[src/rtl/led_matrix_pkg.sv]
// Shared types and constants for the LED matrix scan driver.
// Optional feature macro: LED_DIM_EN (adds per-frame brightness control).
package led_matrix_pkg;

  localparam int unsigned ROWS  = 8;
  localparam int unsigned COLS  = 8;
  localparam int unsigned ROW_W = $clog2(ROWS);

  typedef logic [COLS-1:0] row_t;

  // Active-low drive: all ones means every pixel dark.
  localparam row_t PIX_OFF = 8'hFF;

  typedef struct packed {
    row_t r;
    row_t g;
    row_t b;
  } rgb_row_t;

  localparam rgb_row_t RGB_OFF = '{r: PIX_OFF, g: PIX_OFF, b: PIX_OFF};

endpackage

[src/rtl/scan_tick_gen.sv]
// Row timing for the LED matrix: prescaler, row counter, frame_start pulse and the
// next-cycle blanking flag used by the registered colour outputs.
// Optional feature macro: LED_DIM_EN (shortens the lit window per dim_level).
module scan_tick_gen
  import led_matrix_pkg::*;
#(
  parameter int unsigned ROW_DIV   = 10002,
  parameter int unsigned BLANK_CYC = 16
) (
  input  logic             CLK,
  input  logic             clear,
`ifdef LED_DIM_EN
  input  logic [2:0]       dim_level,
`endif
  output logic [ROW_W-1:0] row,
  output logic             frame_start,
  output logic             frame_wrap,
  output logic             blank_nxt
);

  localparam int unsigned PW = $clog2(ROW_DIV);

  logic [PW-1:0]    presc_q, presc_d;
  logic [ROW_W-1:0] row_q, row_d;
  logic             row_tick;
  logic             fs_q;

  // Next prescaler/row values; frame_wrap marks the row 7 -> 0 edge.
  always_comb begin
    row_tick   = (presc_q == PW'(ROW_DIV - 1));
    presc_d    = row_tick ? '0 : presc_q + 1'b1;
    row_d      = row_tick ? row_q + 1'b1 : row_q;
    frame_wrap = row_tick && (row_q == ROW_W'(ROWS - 1));
  end

`ifdef LED_DIM_EN
  logic [2:0]  dim_q;
  int unsigned lit_off;
  int unsigned lit_len;

  // Blank during the anti-ghost window and after the dimmed lit window closes.
  always_comb begin
    lit_off   = 32'(presc_d) - BLANK_CYC;
    lit_len   = ((32'(dim_q) + 1) * (ROW_DIV - BLANK_CYC)) >> 3;
    blank_nxt = (32'(presc_d) < BLANK_CYC) || (lit_off >= lit_len);
  end

  // Brightness is latched as the new frame starts and held for the whole frame.
  always_ff @(posedge CLK) begin
    if (clear) begin
      dim_q <= 3'd7;
    end else if (frame_wrap) begin
      dim_q <= dim_level;
    end
  end
`else
  // Blank only during the anti-ghost window at the start of each row.
  always_comb begin
    blank_nxt = (32'(presc_d) < BLANK_CYC);
  end
`endif

  // Prescaler, row counter and frame_start register.
  always_ff @(posedge CLK) begin
    if (clear) begin
      presc_q <= '0;
      row_q   <= '0;
      fs_q    <= 1'b0;
    end else begin
      presc_q <= presc_d;
      row_q   <= row_d;
      fs_q    <= frame_wrap;
    end
  end

  assign row         = row_q;
  assign frame_start = fs_q;

endmodule

[src/rtl/led_matrix_scan_driver.sv]
// Double-buffered 8x8 RGB matrix scanner. Game logic writes rows into the back bank and
// requests a commit; the banks swap only at the row 7 -> 0 boundary so frames never tear.
// Optional feature macro: LED_DIM_EN (adds dim_level input for per-frame brightness).
module led_matrix_scan_driver
  import led_matrix_pkg::*;
#(
  parameter int unsigned ROW_DIV   = 10002,
  parameter int unsigned BLANK_CYC = 16
) (
  input  logic       CLK,
  input  logic       clear,
  input  logic       wr_valid,
  output logic       wr_ready,
  input  logic [2:0] wr_row,
  input  logic [7:0] wr_red,
  input  logic [7:0] wr_green,
  input  logic [7:0] wr_blue,
  input  logic       frame_commit,
  output logic       commit_pending,
  output logic       frame_start,
`ifdef LED_DIM_EN
  input  logic [2:0] dim_level,
`endif
  output logic [2:0] COMM,
  output logic       EN,
  output logic [7:0] red,
  output logic [7:0] green,
  output logic [7:0] blue
);

  rgb_row_t         bank_q [2][ROWS];
  logic             front_q, front_d;
  logic             pending_q, pending_d;
  logic             wr_ready_q;
  logic             en_q;
  rgb_row_t         pix_q;
  logic             wr_fire;
  logic [ROW_W-1:0] row;
  logic             fs;
  logic             frame_wrap;
  logic             blank_nxt;

  scan_tick_gen #(
    .ROW_DIV  (ROW_DIV),
    .BLANK_CYC(BLANK_CYC)
  ) u_tick (
    .CLK        (CLK),
    .clear      (clear),
`ifdef LED_DIM_EN
    .dim_level  (dim_level),
`endif
    .row        (row),
    .frame_start(fs),
    .frame_wrap (frame_wrap),
    .blank_nxt  (blank_nxt)
  );

  // Commit/swap decision. A commit seen on the wrap edge itself only arms pending, so the
  // swap happens one frame later; commits while pending are ignored.
  always_comb begin
    wr_fire   = wr_valid && wr_ready_q;
    front_d   = front_q;
    pending_d = pending_q;
    if (frame_wrap && pending_q) begin
      front_d   = ~front_q;
      pending_d = 1'b0;
    end else if (frame_commit && !pending_q) begin
      pending_d = 1'b1;
    end
  end

  // Control state: front select, pending flag, write-ready and matrix enable.
  always_ff @(posedge CLK) begin
    if (clear) begin
      front_q    <= 1'b0;
      pending_q  <= 1'b0;
      wr_ready_q <= 1'b0;
      en_q       <= 1'b0;
    end else begin
      front_q    <= front_d;
      pending_q  <= pending_d;
      wr_ready_q <= ~pending_d;
      en_q       <= 1'b1;
    end
  end

  // Frame banks; only the back bank is ever written, and only while unlocked.
  always_ff @(posedge CLK) begin
    if (clear) begin
      for (int bk = 0; bk < 2; bk++) begin
        for (int rw = 0; rw < ROWS; rw++) begin
          bank_q[bk][rw] <= RGB_OFF;
        end
      end
    end else if (wr_fire) begin
      bank_q[~front_q][wr_row] <= '{r: wr_red, g: wr_green, b: wr_blue};
    end
  end

  // Registered column drive; blank_nxt is aligned to the prescaler value after this edge.
  always_ff @(posedge CLK) begin
    if (clear || blank_nxt) begin
      pix_q <= RGB_OFF;
    end else begin
      pix_q <= bank_q[front_q][row];
    end
  end

  assign wr_ready       = wr_ready_q;
  assign commit_pending = pending_q;
  assign frame_start    = fs;
  assign COMM           = row;
  assign EN             = en_q;
  assign red            = pix_q.r;
  assign green          = pix_q.g;
  assign blue           = pix_q.b;

endmodule
[config.mk]
export PLATFORM = sky130hd
export DESIGN_NAME = led_matrix_scan_driver
export DESIGN_NICKNAME = d
export VERILOG_FILES = /design/src/rtl/led_matrix_pkg.sv /design/src/rtl/scan_tick_gen.sv /design/src/rtl/led_matrix_scan_driver.sv
export SDC_FILE = /design/constraint.sdc
export NUM_CORES = 1
export LEC_CHECK = 0
export CAP_MARGIN = 25
export CELL_PAD_IN_SITES_DETAIL_PLACEMENT = 1
export CELL_PAD_IN_SITES_GLOBAL_PLACEMENT = 2
export CORE_UTILIZATION = 49
export DETAILED_ROUTE_END_ITERATION = 16
export PLACE_DENSITY = 0.81
export SLEW_MARGIN = 10
export SYNTH_ARGS = -nofsm -noshare
export SYNTH_HDL_FRONTEND = slang
export SYNTH_SLANG_ARGS = --single-unit
[constraint.sdc]
create_clock -name CLK -period 11.63 [get_ports CLK]
set_input_delay 1.7445 -clock CLK [delete_from_list [all_inputs] [get_ports CLK]]
set_output_delay 1.7445 -clock CLK [all_outputs]
set_load 0.05 [all_outputs]
==> run summary <==
status = finished with violations
failing checks = DRC
Yosys warning total = 0
cts repair resizes = 0
Area after DPL = 19200 um^2
largest net degree at the start of global routing = 44
Peak VDD IR = 120 uV
Final Skew = 0.0175 ns
Syn Inst Count = 1113
kind of critical path = in2reg
Clock Sinks = 431
vias in the first global route = 10900
leading cell type in the layout, fill and taps excluded = edfxtp_1
top post-synthesis cells by area = edfxtp_1 64%, mux4_2 12%, dfxtp_1 5.2%, or2_2 2.8%, nand2b_1 2.6%
vias per inst = 6.16
final cell count without fillers = 1668
Max Slew Vio Count = 0
# Post-CTS Setup Buffers = 0
Initial Util = 0.501
First DRT Iteration DRCs = 848
required time worst endpoint = 11.87 ns
Reg area = 12500 um^2
CTS tree = built
initial antenna violation count = 2
routability congestion estimate = 0.797
Synth top area share = 0.642
first-pass GRT wire length = 72500 um
total gr overflow = 0
Worst Setup End Kind = register
Detailed Route WL = 48400 um
hold_buf cts = 0
syn nets = 1148
Critical R2R Launch = wr_ready$_SDFF_PP0_
via count = 10300
distinct cell type count after synthesis = 46
ratio of cells with drive above 1 in the final layout = 0.240
Area growth, synth to finish = 14.7%
critical hold path startpoint = u_tick.presc_q[0]$_SDFF_PP0_
Crit. Startpoint = wr_valid
Finished Core Util = 0.575
Bufs on Longest Clock Path = 3
fillcell total = 3228
post-synthesis cell area = 18000 um^2
Leakage Power = 5.18 nW
IO Count = 62
Buffers on Ports = 61
Rows = 69
Reg clk slew, reported paths = 0.06 ns
Antenna diodes = 0
sequential share of the synthesized area = 0.695
Hold Crit Class = reg2reg
Finish-stage setup viols = 0
f_max = 200 MHz
Syn Area/Cell = 16.1 um^2
Global Route Usage Sum = 0.267
area occupied by multi-input gates = 5250 um^2
nets = 1207
Post-synth EDFFs = 384
placed cells = 1586
cts bufs inserted = 45
most frequent cells in the layout = 384 x edfxtp_1, 96 x mux4_2, 95 x nand2_1
max cap viols = 0
Antenna Nets Post-Route = 0
drt pass-1 iters = 11
fin crit period = 5.00 ns
Slew Limit Headroom = 0.249
Synth async-reset ratio = 0
Setup TNS = 0 ns
post-synth top area cell = edfxtp_1
core area = 35800 um^2
wire per inst = 29.0 um
clock latency on the worst-skew pair = 0.57 ns
Power Density = 157 nW/um^2
post-route DRC violation count = 8
Arr. time, crit path = 5.24 ns
Post-synth top flop = edfxtp_1
Die X = 193 um
final number of hold-violating endpoints = 0
htree depth = 2
RSZ-0062 raised after global routing = false
Critical Path Source Type = input port
root buf cell = clkbuf_16
Worst-Margin Slew = 1.12 ns
Die Footprint = 37400 um^2
HPWL after DPL = 29400 um
die height = 193 um
fin crit share = 0.430
design area = 20600 um^2
Worst Path Max Fanout = 28
Seq cells post-synth = 431
-- routing by layer --
layer	share of wire	vias up	global-route usage	routed length, um
met2	0.50	429	0.447	24000
li1	-	4373	-	-
met5	0.00039	-	0	19
met1	0.40	5394	0.364	19500
met3	0.074	85	0.0406	3600
met4	0.026	2	0.0833	1250
-- state kept, by name, summed over array words and instances (netlist names), named ones only --
register,cells
bank_q,384
wr_ready,1
u_tick.frame_start,1
commit_pending,1
green,8
EN,1
red,8
blue,8
front_q,1
u_tick.presc_q,14
u_tick.row,3
-- per-stage QoR --
step           setup slack (ns)  power, mW  hold slack, ns
2_1_floorplan              6.32       1.77           0.453
3_5_place_dp               6.18       1.83           0.485
6_report                   6.63       3.23           0.493
3_3_place_gp               6.32       1.83           0.475
5_1_grt                    6.54       3.30           0.538
4_1_cts                    6.74       3.25           0.498
-- power by group --
part	switching, mW	internal [mW]
logic	0.0780	0.0222
registers	0.00377	1.69
clock network	0.596	0.836
total	0.678	2.55
-- critical path, stage by stage --
cell             delay, ns
clkdlybuf4s50_1       0.46
nand2_1               0.05
buf_4                 0.26
nor4b_1               0.59
nand2_1               0.84
nand2_1               0.88
buf_4                 0.38
-- path summary, 6_finish.rpt --
| path | endpoint | slack [ns] | cells after the start |
|---|---|---|---|
| worst max register to register | bank_q[0][86]$_SDFFCE_PN1P_ | 7.95 | 6 |
| worst min register to register | u_tick.presc_q[0]$_SDFF_PP0_ | 0.49 | 1 |
| worst min-delay path | u_tick.presc_q[0]$_SDFF_PP0_ | 0.49 | 1 |
| worst max-delay path | bank_q[0][86]$_SDFFCE_PN1P_ | 6.63 | 7 |
-- area by class of cell --
class	count	area share
timing repair buffer	92	0.0407
clock buffer	61	0.0601
inverter	2	0.000364
sequential	431	0.606
multi-input combinational	600	0.255
tap	461	0.0280
clock inverter	21	0.0102
-- cells by family (layout without fill, tap and decap cells) --
family,Yosys count,count (layout),share of synthesized area
DFF,431,431,0.695
buffers and inverters,82,176,0.0190
xor gates and xnor gates,16,16,0.00780
adders and majority gates,4,4,0.00279
AOI/OAI and AO/OA,90,90,0.0316
and+or+nand+nor,376,376,0.114
muxes,114,114,0.130
-- cells in the mapped netlist, drive strengths merged, types with 3 or more instances --
cell type  number
and3            3
clkbuf         58
buf            22
or2            81
dfxtp          47
o21ai          21
nand2b         74
mux2i          18
nor2b           4
and2            5
nor2           41
o22ai          17
nand3           9
xor2           10
and4            4
o211ai          7
xnor2           6
a22o            7
a21oi          24
edfxtp        384
nand2          95
or3            48
a221oi          7
ha              4
mux4           96
Note: power is estimated with default switching activity, not from simulation.
